[config.mk]
export PLATFORM = sky130hd
export DESIGN_NAME = pipelined_control_unit
export DESIGN_NICKNAME = d
export VERILOG_FILES = /design/src/rtl/pipelined_control_unit.sv
export SDC_FILE = /design/constraint.sdc
export NUM_CORES = 1
export LEC_CHECK = 0
export BUFFER_PORTS_ARGS = -buffer_cell sky130_fd_sc_hd__buf_2
export CORE_ASPECT_RATIO = 1.5
export CORE_UTILIZATION = 51
export CTS_CLUSTER_SIZE = 12
export DETAILED_ROUTE_END_ITERATION = 8
export GPL_TIMING_DRIVEN = 1
export PLACE_DENSITY = 0.79
export SYNTH_ARGS = -nofsm -noshare
export SYNTH_HDL_FRONTEND = slang
export SYNTH_SLANG_ARGS = --single-unit
export TNS_END_PERCENT = 1
[constraint.sdc]
create_clock -name clk -period 4.25 [get_ports clk]
set_input_delay 1.0625 -clock clk [delete_from_list [all_inputs] [get_ports clk]]
set_output_delay 1.0625 -clock clk [all_outputs]
set_load 0.01 [all_outputs]
[src/rtl/pipelined_control_unit.sv]
// pipelined_control_unit
//   Decodes RV64I (optionally RV32I when XLEN=32) plus optional Zba from the
//   D-stage instruction and carries the control bundle through the E, M and W
//   pipeline registers. Illegal encodings produce an all-zero bundle with only
//   the illegal bit set. A counter tracks instructions retiring from W.
//
// Ports
//   clk, reset            rising-edge clock, synchronous active-high reset
//   InstrD                instruction in the D stage
//   FlushE                turns the instruction entering E into a bubble
//   ImmSrcD, IllegalD     combinational D-stage decode outputs
//   *E / *M / *W          per-stage control outputs
//   IllegalW              illegal instruction has reached W
//   InstretW              retired-instruction count (wraps)
module pipelined_control_unit #(
  parameter int XLEN   = 64,
  parameter int ZBA_EN = 1,
  parameter int CNT_W  = 32
) (
  input  logic             clk,
  input  logic             reset,
  input  logic [31:0]      InstrD,
  input  logic             FlushE,
  output logic [2:0]       ImmSrcD,
  output logic             IllegalD,
  output logic             RegWriteE,
  output logic             RegWriteM,
  output logic             RegWriteW,
  output logic [1:0]       ResultSrcE,
  output logic [1:0]       ResultSrcM,
  output logic [1:0]       ResultSrcW,
  output logic             MemWriteE,
  output logic             MemWriteM,
  output logic [2:0]       MemSizeE,
  output logic [2:0]       MemSizeM,
  output logic [3:0]       ALUControlE,
  output logic             ALUSrcAE,
  output logic             ALUSrcBE,
  output logic             WordOpE,
  output logic             UwOpE,
  output logic             BranchE,
  output logic             JumpE,
  output logic             JalrE,
  output logic [2:0]       BranchFunctE,
  output logic             IllegalW,
  output logic [CNT_W-1:0] InstretW
);

  localparam bit RV64 = (XLEN == 64);
  localparam bit ZBA  = (ZBA_EN != 0);

  localparam logic [6:0] OPC_LOAD      = 7'b0000011;
  localparam logic [6:0] OPC_STORE     = 7'b0100011;
  localparam logic [6:0] OPC_OP_IMM    = 7'b0010011;
  localparam logic [6:0] OPC_OP        = 7'b0110011;
  localparam logic [6:0] OPC_OP_IMM_32 = 7'b0011011;
  localparam logic [6:0] OPC_OP_32     = 7'b0111011;
  localparam logic [6:0] OPC_BRANCH    = 7'b1100011;
  localparam logic [6:0] OPC_JAL       = 7'b1101111;
  localparam logic [6:0] OPC_JALR      = 7'b1100111;
  localparam logic [6:0] OPC_LUI       = 7'b0110111;
  localparam logic [6:0] OPC_AUIPC     = 7'b0010111;

  localparam logic [3:0] ALU_ADD    = 4'b0000;
  localparam logic [3:0] ALU_SUB    = 4'b0001;
  localparam logic [3:0] ALU_AND    = 4'b0010;
  localparam logic [3:0] ALU_OR     = 4'b0011;
  localparam logic [3:0] ALU_SH1ADD = 4'b0100;
  localparam logic [3:0] ALU_SH2ADD = 4'b0101;
  localparam logic [3:0] ALU_SH3ADD = 4'b0110;
  localparam logic [3:0] ALU_XOR    = 4'b0111;
  localparam logic [3:0] ALU_SLT    = 4'b1000;
  localparam logic [3:0] ALU_SLTU   = 4'b1001;
  localparam logic [3:0] ALU_SLL    = 4'b1010;
  localparam logic [3:0] ALU_SRL    = 4'b1011;
  localparam logic [3:0] ALU_SRA    = 4'b1100;

  localparam logic [1:0] RES_MEM = 2'b01;
  localparam logic [1:0] RES_PC4 = 2'b10;
  localparam logic [1:0] RES_IMM = 2'b11;

  typedef struct packed {
    logic       valid;
    logic       illegal;
    logic       reg_write;
    logic [1:0] result_src;
    logic       mem_write;
    logic [2:0] mem_size;
    logic [3:0] alu_control;
    logic       alu_src_a;
    logic       alu_src_b;
    logic       word_op;
    logic       uw_op;
    logic       branch;
    logic       jump;
    logic       jalr;
    logic [2:0] branch_funct;
  } e_bundle_t;

  // Later stages only keep the fields they still drive.
  typedef struct packed {
    logic       valid;
    logic       illegal;
    logic       reg_write;
    logic [1:0] result_src;
    logic       mem_write;
    logic [2:0] mem_size;
  } m_bundle_t;

  typedef struct packed {
    logic       valid;
    logic       illegal;
    logic       reg_write;
    logic [1:0] result_src;
  } w_bundle_t;

  logic [6:0] opcode;
  logic [2:0] funct3;
  logic [6:0] funct7;
  logic       legal;
  e_bundle_t  dec_next;
  e_bundle_t  e_reg;
  m_bundle_t  m_reg;
  w_bundle_t  w_reg;
  logic [CNT_W-1:0] instret_reg;

  // Register specifiers are consumed by the datapath, not by this decoder.
  logic unused_fields;
  assign unused_fields = ^{InstrD[24:15], InstrD[11:7]};

  assign opcode = InstrD[6:0];
  assign funct3 = InstrD[14:12];
  assign funct7 = InstrD[31:25];

  always_comb begin
    ImmSrcD = 3'b000;
    case (opcode)
      OPC_STORE:            ImmSrcD = 3'b001;
      OPC_BRANCH:           ImmSrcD = 3'b010;
      OPC_JAL:              ImmSrcD = 3'b011;
      OPC_LUI, OPC_AUIPC:   ImmSrcD = 3'b100;
      default:              ImmSrcD = 3'b000;
    endcase
  end

  always_comb begin
    dec_next = '0;
    legal    = 1'b0;
    case (opcode)
      OPC_LOAD: begin
        legal               = (funct3 != 3'b111) && (RV64 || funct3 != 3'b011);
        dec_next.reg_write  = 1'b1;
        dec_next.result_src = RES_MEM;
        dec_next.alu_src_b  = 1'b1;
        dec_next.mem_size   = funct3;
      end
      OPC_STORE: begin
        legal              = !funct3[2] && (RV64 || funct3 != 3'b011);
        dec_next.mem_write = 1'b1;
        dec_next.alu_src_b = 1'b1;
        dec_next.mem_size  = funct3;
      end
      OPC_OP_IMM: begin
        legal              = 1'b1;
        dec_next.reg_write = 1'b1;
        dec_next.alu_src_b = 1'b1;
        case (funct3)
          3'b000: dec_next.alu_control = ALU_ADD;
          3'b010: dec_next.alu_control = ALU_SLT;
          3'b011: dec_next.alu_control = ALU_SLTU;
          3'b100: dec_next.alu_control = ALU_XOR;
          3'b110: dec_next.alu_control = ALU_OR;
          3'b111: dec_next.alu_control = ALU_AND;
          3'b001: begin
            dec_next.alu_control = ALU_SLL;
            legal = (InstrD[31:26] == 6'b000000);
          end
          default: begin
            dec_next.alu_control = InstrD[30] ? ALU_SRA : ALU_SRL;
            legal = (InstrD[31:26] == 6'b000000) || (InstrD[31:26] == 6'b010000);
          end
        endcase
      end
      OPC_OP: begin
        dec_next.reg_write = 1'b1;
        case (funct7)
          7'b0000000: begin
            legal = 1'b1;
            case (funct3)
              3'b000:  dec_next.alu_control = ALU_ADD;
              3'b001:  dec_next.alu_control = ALU_SLL;
              3'b010:  dec_next.alu_control = ALU_SLT;
              3'b011:  dec_next.alu_control = ALU_SLTU;
              3'b100:  dec_next.alu_control = ALU_XOR;
              3'b101:  dec_next.alu_control = ALU_SRL;
              3'b110:  dec_next.alu_control = ALU_OR;
              default: dec_next.alu_control = ALU_AND;
            endcase
          end
          7'b0100000: begin
            if (funct3 == 3'b000) begin
              legal = 1'b1;
              dec_next.alu_control = ALU_SUB;
            end else if (funct3 == 3'b101) begin
              legal = 1'b1;
              dec_next.alu_control = ALU_SRA;
            end
          end
          7'b0010000: begin
            if (ZBA) begin
              case (funct3)
                3'b010: begin legal = 1'b1; dec_next.alu_control = ALU_SH1ADD; end
                3'b100: begin legal = 1'b1; dec_next.alu_control = ALU_SH2ADD; end
                3'b110: begin legal = 1'b1; dec_next.alu_control = ALU_SH3ADD; end
                default: legal = 1'b0;
              endcase
            end
          end
          default: legal = 1'b0;
        endcase
      end
      OPC_OP_32: begin
        dec_next.reg_write = 1'b1;
        if (RV64) begin
          case (funct7)
            7'b0000000: begin
              dec_next.word_op = 1'b1;
              case (funct3)
                3'b000: begin legal = 1'b1; dec_next.alu_control = ALU_ADD; end
                3'b001: begin legal = 1'b1; dec_next.alu_control = ALU_SLL; end
                3'b101: begin legal = 1'b1; dec_next.alu_control = ALU_SRL; end
                default: legal = 1'b0;
              endcase
            end
            7'b0100000: begin
              dec_next.word_op = 1'b1;
              case (funct3)
                3'b000: begin legal = 1'b1; dec_next.alu_control = ALU_SUB; end
                3'b101: begin legal = 1'b1; dec_next.alu_control = ALU_SRA; end
                default: legal = 1'b0;
              endcase
            end
            // add.uw: full-width add of zero-extended rs1, so not a word op.
            7'b0000100: begin
              dec_next.uw_op = 1'b1;
              legal = ZBA && (funct3 == 3'b000);
            end
            7'b0010000: begin
              dec_next.uw_op = 1'b1;
              if (ZBA) begin
                case (funct3)
                  3'b010: begin legal = 1'b1; dec_next.alu_control = ALU_SH1ADD; end
                  3'b100: begin legal = 1'b1; dec_next.alu_control = ALU_SH2ADD; end
                  3'b110: begin legal = 1'b1; dec_next.alu_control = ALU_SH3ADD; end
                  default: legal = 1'b0;
                endcase
              end
            end
            default: legal = 1'b0;
          endcase
        end
      end
      OPC_OP_IMM_32: begin
        dec_next.reg_write = 1'b1;
        dec_next.alu_src_b = 1'b1;
        dec_next.word_op   = 1'b1;
        if (RV64) begin
          case (funct3)
            3'b000: legal = 1'b1;
            3'b001: begin
              legal = (funct7 == 7'b0000000);
              dec_next.alu_control = ALU_SLL;
            end
            3'b101: begin
              legal = (funct7 == 7'b0000000) || (funct7 == 7'b0100000);
              dec_next.alu_control = InstrD[30] ? ALU_SRA : ALU_SRL;
            end
            default: legal = 1'b0;
          endcase
        end
      end
      OPC_BRANCH: begin
        // Comparison is resolved in the datapath from BranchFunctE.
        legal                 = (funct3 != 3'b010) && (funct3 != 3'b011);
        dec_next.branch       = 1'b1;
        dec_next.alu_control  = ALU_SUB;
        dec_next.branch_funct = funct3;
      end
      OPC_JAL: begin
        legal               = 1'b1;
        dec_next.reg_write  = 1'b1;
        dec_next.result_src = RES_PC4;
        dec_next.jump       = 1'b1;
      end
      OPC_JALR: begin
        legal               = 1'b1;
        dec_next.reg_write  = 1'b1;
        dec_next.result_src = RES_PC4;
        dec_next.alu_src_b  = 1'b1;
        dec_next.jalr       = 1'b1;
      end
      OPC_LUI: begin
        legal               = 1'b1;
        dec_next.reg_write  = 1'b1;
        dec_next.result_src = RES_IMM;
      end
      OPC_AUIPC: begin
        legal              = 1'b1;
        dec_next.reg_write = 1'b1;
        dec_next.alu_src_a = 1'b1;
        dec_next.alu_src_b = 1'b1;
      end
      default: legal = 1'b0;
    endcase

    // Illegal encodings must not leak any side effect downstream.
    if (!legal) begin
      dec_next         = '0;
      dec_next.illegal = 1'b1;
    end else begin
      dec_next.valid = 1'b1;
    end
  end

  assign IllegalD = dec_next.illegal;

  always_ff @(posedge clk) begin
    if (reset) begin
      e_reg       <= '0;
      m_reg       <= '0;
      w_reg       <= '0;
      instret_reg <= '0;
    end else begin
      e_reg <= FlushE ? '0 : dec_next;

      m_reg.valid      <= e_reg.valid;
      m_reg.illegal    <= e_reg.illegal;
      m_reg.reg_write  <= e_reg.reg_write;
      m_reg.result_src <= e_reg.result_src;
      m_reg.mem_write  <= e_reg.mem_write;
      m_reg.mem_size   <= e_reg.mem_size;

      w_reg.valid      <= m_reg.valid;
      w_reg.illegal    <= m_reg.illegal;
      w_reg.reg_write  <= m_reg.reg_write;
      w_reg.result_src <= m_reg.result_src;

      if (w_reg.valid && !w_reg.illegal) begin
        instret_reg <= instret_reg + CNT_W'(1);
      end
    end
  end

  assign RegWriteE    = e_reg.reg_write;
  assign ResultSrcE   = e_reg.result_src;
  assign MemWriteE    = e_reg.mem_write;
  assign MemSizeE     = e_reg.mem_size;
  assign ALUControlE  = e_reg.alu_control;
  assign ALUSrcAE     = e_reg.alu_src_a;
  assign ALUSrcBE     = e_reg.alu_src_b;
  assign WordOpE      = e_reg.word_op;
  assign UwOpE        = e_reg.uw_op;
  assign BranchE      = e_reg.branch;
  assign JumpE        = e_reg.jump;
  assign JalrE        = e_reg.jalr;
  assign BranchFunctE = e_reg.branch_funct;

  assign RegWriteM    = m_reg.reg_write;
  assign ResultSrcM   = m_reg.result_src;
  assign MemWriteM    = m_reg.mem_write;
  assign MemSizeM     = m_reg.mem_size;

  assign RegWriteW    = w_reg.reg_write;
  assign ResultSrcW   = w_reg.result_src;
  assign IllegalW     = w_reg.illegal;
  assign InstretW     = instret_reg;

endmodule

==> results_dict.tcl <==
set metrics [dict create \
    place_hpwl_um 5180 \
    vias_per_cell 5.57 \
    port_buffers 87 \
    ios 103 \
    rr_startpoint "IllegalW$_SDFF_PP0_" \
    synthArstFlopShare_pct 0 \
    area_growth_pct 14.1 \
    ant_nets 0 \
    drive_above_1_share_pct 25.2 \
    setup_tns_ns 0 \
    wl_per_cell_um 13.4 \
    required_ns 3.19 \
    synth_cell_types 46 \
    ir_worst_vdd_v 0.000131 \
    cts.path.max_buffers 2 \
    hp-start "e_reg[21]$_SDFF_PP0_" \
    clock_skew_ns 0.0114 \
    cp_data_arrival_time_ns 2.54 \
    num_rows 35 \
    period_minus_slack_ns 3.60 \
    cts.sinks 69 \
    vias 2937 \
    hp-class "reg2reg" \
    yosys.area.top_type_share_pct 41.9 \
    relSlewSlack_pct 47.2 \
    n_fill_cell 540 \
    tritoncts "yes" \
    wl_um 7080 \
    crit_path_start "InstrD[26]" \
    synth_top_cells_by_area "dfxtp_1 (42%), nor2_1 (5.2%), xor2_1 (4.5%)" \
    die_h_um 100 \
    ys_seq_elements 69 \
    finalSetupViolations 0 \
    cts_resized 0 \
    n_antenna_cell 0 \
    largest_register_ffs 32 \
    period_share_pct 84.7 \
    cp_slowest_cell "nor4_2" \
    postLayoutCoreUtil_pct 60.9 \
    final_common_cell "buf_2" \
    die_w_um 67.6 \
    synth_top_cell_by_area "dfxtp_1" \
    overflow 0 \
    start_kind "input pin" \
    crit_type "in2out" \
    first_pass_iters 5 \
    cts_buffers 9 \
    final_cell_mix "buf_2 (87), dfxtp_1 (69), nor2_1 (46)" \
    path_common_cell "buf_2" \
    start_util_pct 53.3 \
    synth_area_um2 3290 \
    cpPeakStageDelay_ns 0.45 \
    hold_viol_final 0 \
    drc 0 \
    die-area_um2 6790 \
    synth_edf_count 0 \
    status "complete, no violations" \
    postCtsSetupRepairBufs 0 \
    max_freq_ghz 0.278 \
    clock_latency_ns 0.34 \
    crit_fanout 4 \
    cts_hold_buf 0 \
    yosysWarningCount 0 \
    first_iter_violations 146 \
    grt_pass1_vias 2546 \
    seq_area_frac_synth_pct 41.9 \
    ys.flop_type "dfxtp_1" \
    gp_congestion 0.911 \
    final_nets 486 \
    slew_viol_final 0 \
    synth_nets 428 \
    path_cells "buf_2, nor4_2, nand3_1, a2111oi_0, nor2_1, o311a_1, buf_2" \
    syn-mean-instance-area_um2 8.40 \
    grt_pass1_wl_um 11000 \
    syn_inst 392 \
    htreeDepth 3 \
    core_um2 6170 \
    grt_use_total_pct 21.3 \
    p_leak_nw 1.57 \
    drv_cap 0 \
    cts-root-buf "clkbuf_8" \
    grt_max_degree 49 \
    clk_pin_slew_ns 0.06 \
    cellPowerDensity_nw_per_um2 315 \
    cp-end-kind "output pin" \
    grt_setup_unrepaired "false" \
    antenna_found_initial 0 \
    tightest_slew_ns 0.792 \
]
## report_power, final
part,switching [mW],internal [mW]
clock network,0.222,0.235
registers,0.000463,0.648
logic,0.0523,0.0249
## metrics by stage
stage	std cells	setup WS [ns]	hold WS, ns	power [mW]	instance area (um2)
global placement	513	0.664	0.417	0.738	3590
global route	527	0.530	0.450	1.23	3760
finish	527	0.651	0.432	1.18	3760
CTS	527	0.686	0.436	1.19	3760
detailed placement	513	0.691	0.422	0.740	3590
floorplan	392	0.747	0.414	0.720	3290
## synth_stat cells (3+ instances only)
library cell / n
nand4_1: 11
xor2_1: 17
o21ai_1: 4
nand2b_1: 10
nor2_1: 46
nor3_2: 7
o21ai_0: 12
and3_1: 10
a211oi_1: 3
a31oi_1: 6
inv_1: 5
clkbuf_1: 18
or3_1: 6
dfxtp_1: 69
nor4_1: 3
xnor2_1: 9
nand2_1: 24
nor3b_1: 4
nand3_1: 20
buf_4: 19
buf_2: 3
a21oi_1: 15
nor2b_1: 19
and4_1: 3
nor3_1: 17
nand3b_1: 5
## critical path, delay by kind of cell
kind | cells | cell delay (ns)
and+or+nand+nor | 3 | 0.66
AOI/OAI and AO/OA | 2 | 0.55
buffers and inverters | 2 | 0.26
## kinds of logic (layout without fill, tap and decap cells)
group / count (synthesis) / in the layout / synth area share (%)
simple gates: 193 / 193 / 32.0
flops: 69 / 69 / 41.9
compound gates: 52 / 52 / 9.65
buf+inv: 48 / 109 / 8.21
xor+xnor: 26 / 26 / 6.91
fa+ha+maj: 2 / 2 / 0.684
mux: 2 / 2 / 0.608
## path summary, 6_finish.rpt
check / end / slack [ns] / depth (start not counted)
worst max register to register: InstretW[31]$_SDFFE_PP0P_ / 2.18 / 6
worst max-delay path: IllegalD / 0.65 / 7
worst min register to register: m_reg[7]$_SDFF_PP0_ / 0.43 / 1
worst min-delay path: m_reg[7]$_SDFF_PP0_ / 0.43 / 1
## per-layer routing
layer,wire [um],vias to the layer above,GRT usage (%)
li1,-,1456,-
met1,2800,1322,22.1
met2,3630,136,37.7
met3,413,23,3.98
met4,227,0,13.3
met5,0,-,0
## final cells by class
type	count	area [um2]	share of cell area, %
multi-input cells	275	1640	43.7
flip-flops and latches	69	1380	36.8
repair buffers	90	458	12.2
clock buffers	12	155	4.13
well taps	74	92.6	2.46
inverters	5	18.8	0.500
clock inverters	2	10.0	0.266
Note: power is estimated with default switching activity, not from simulation.
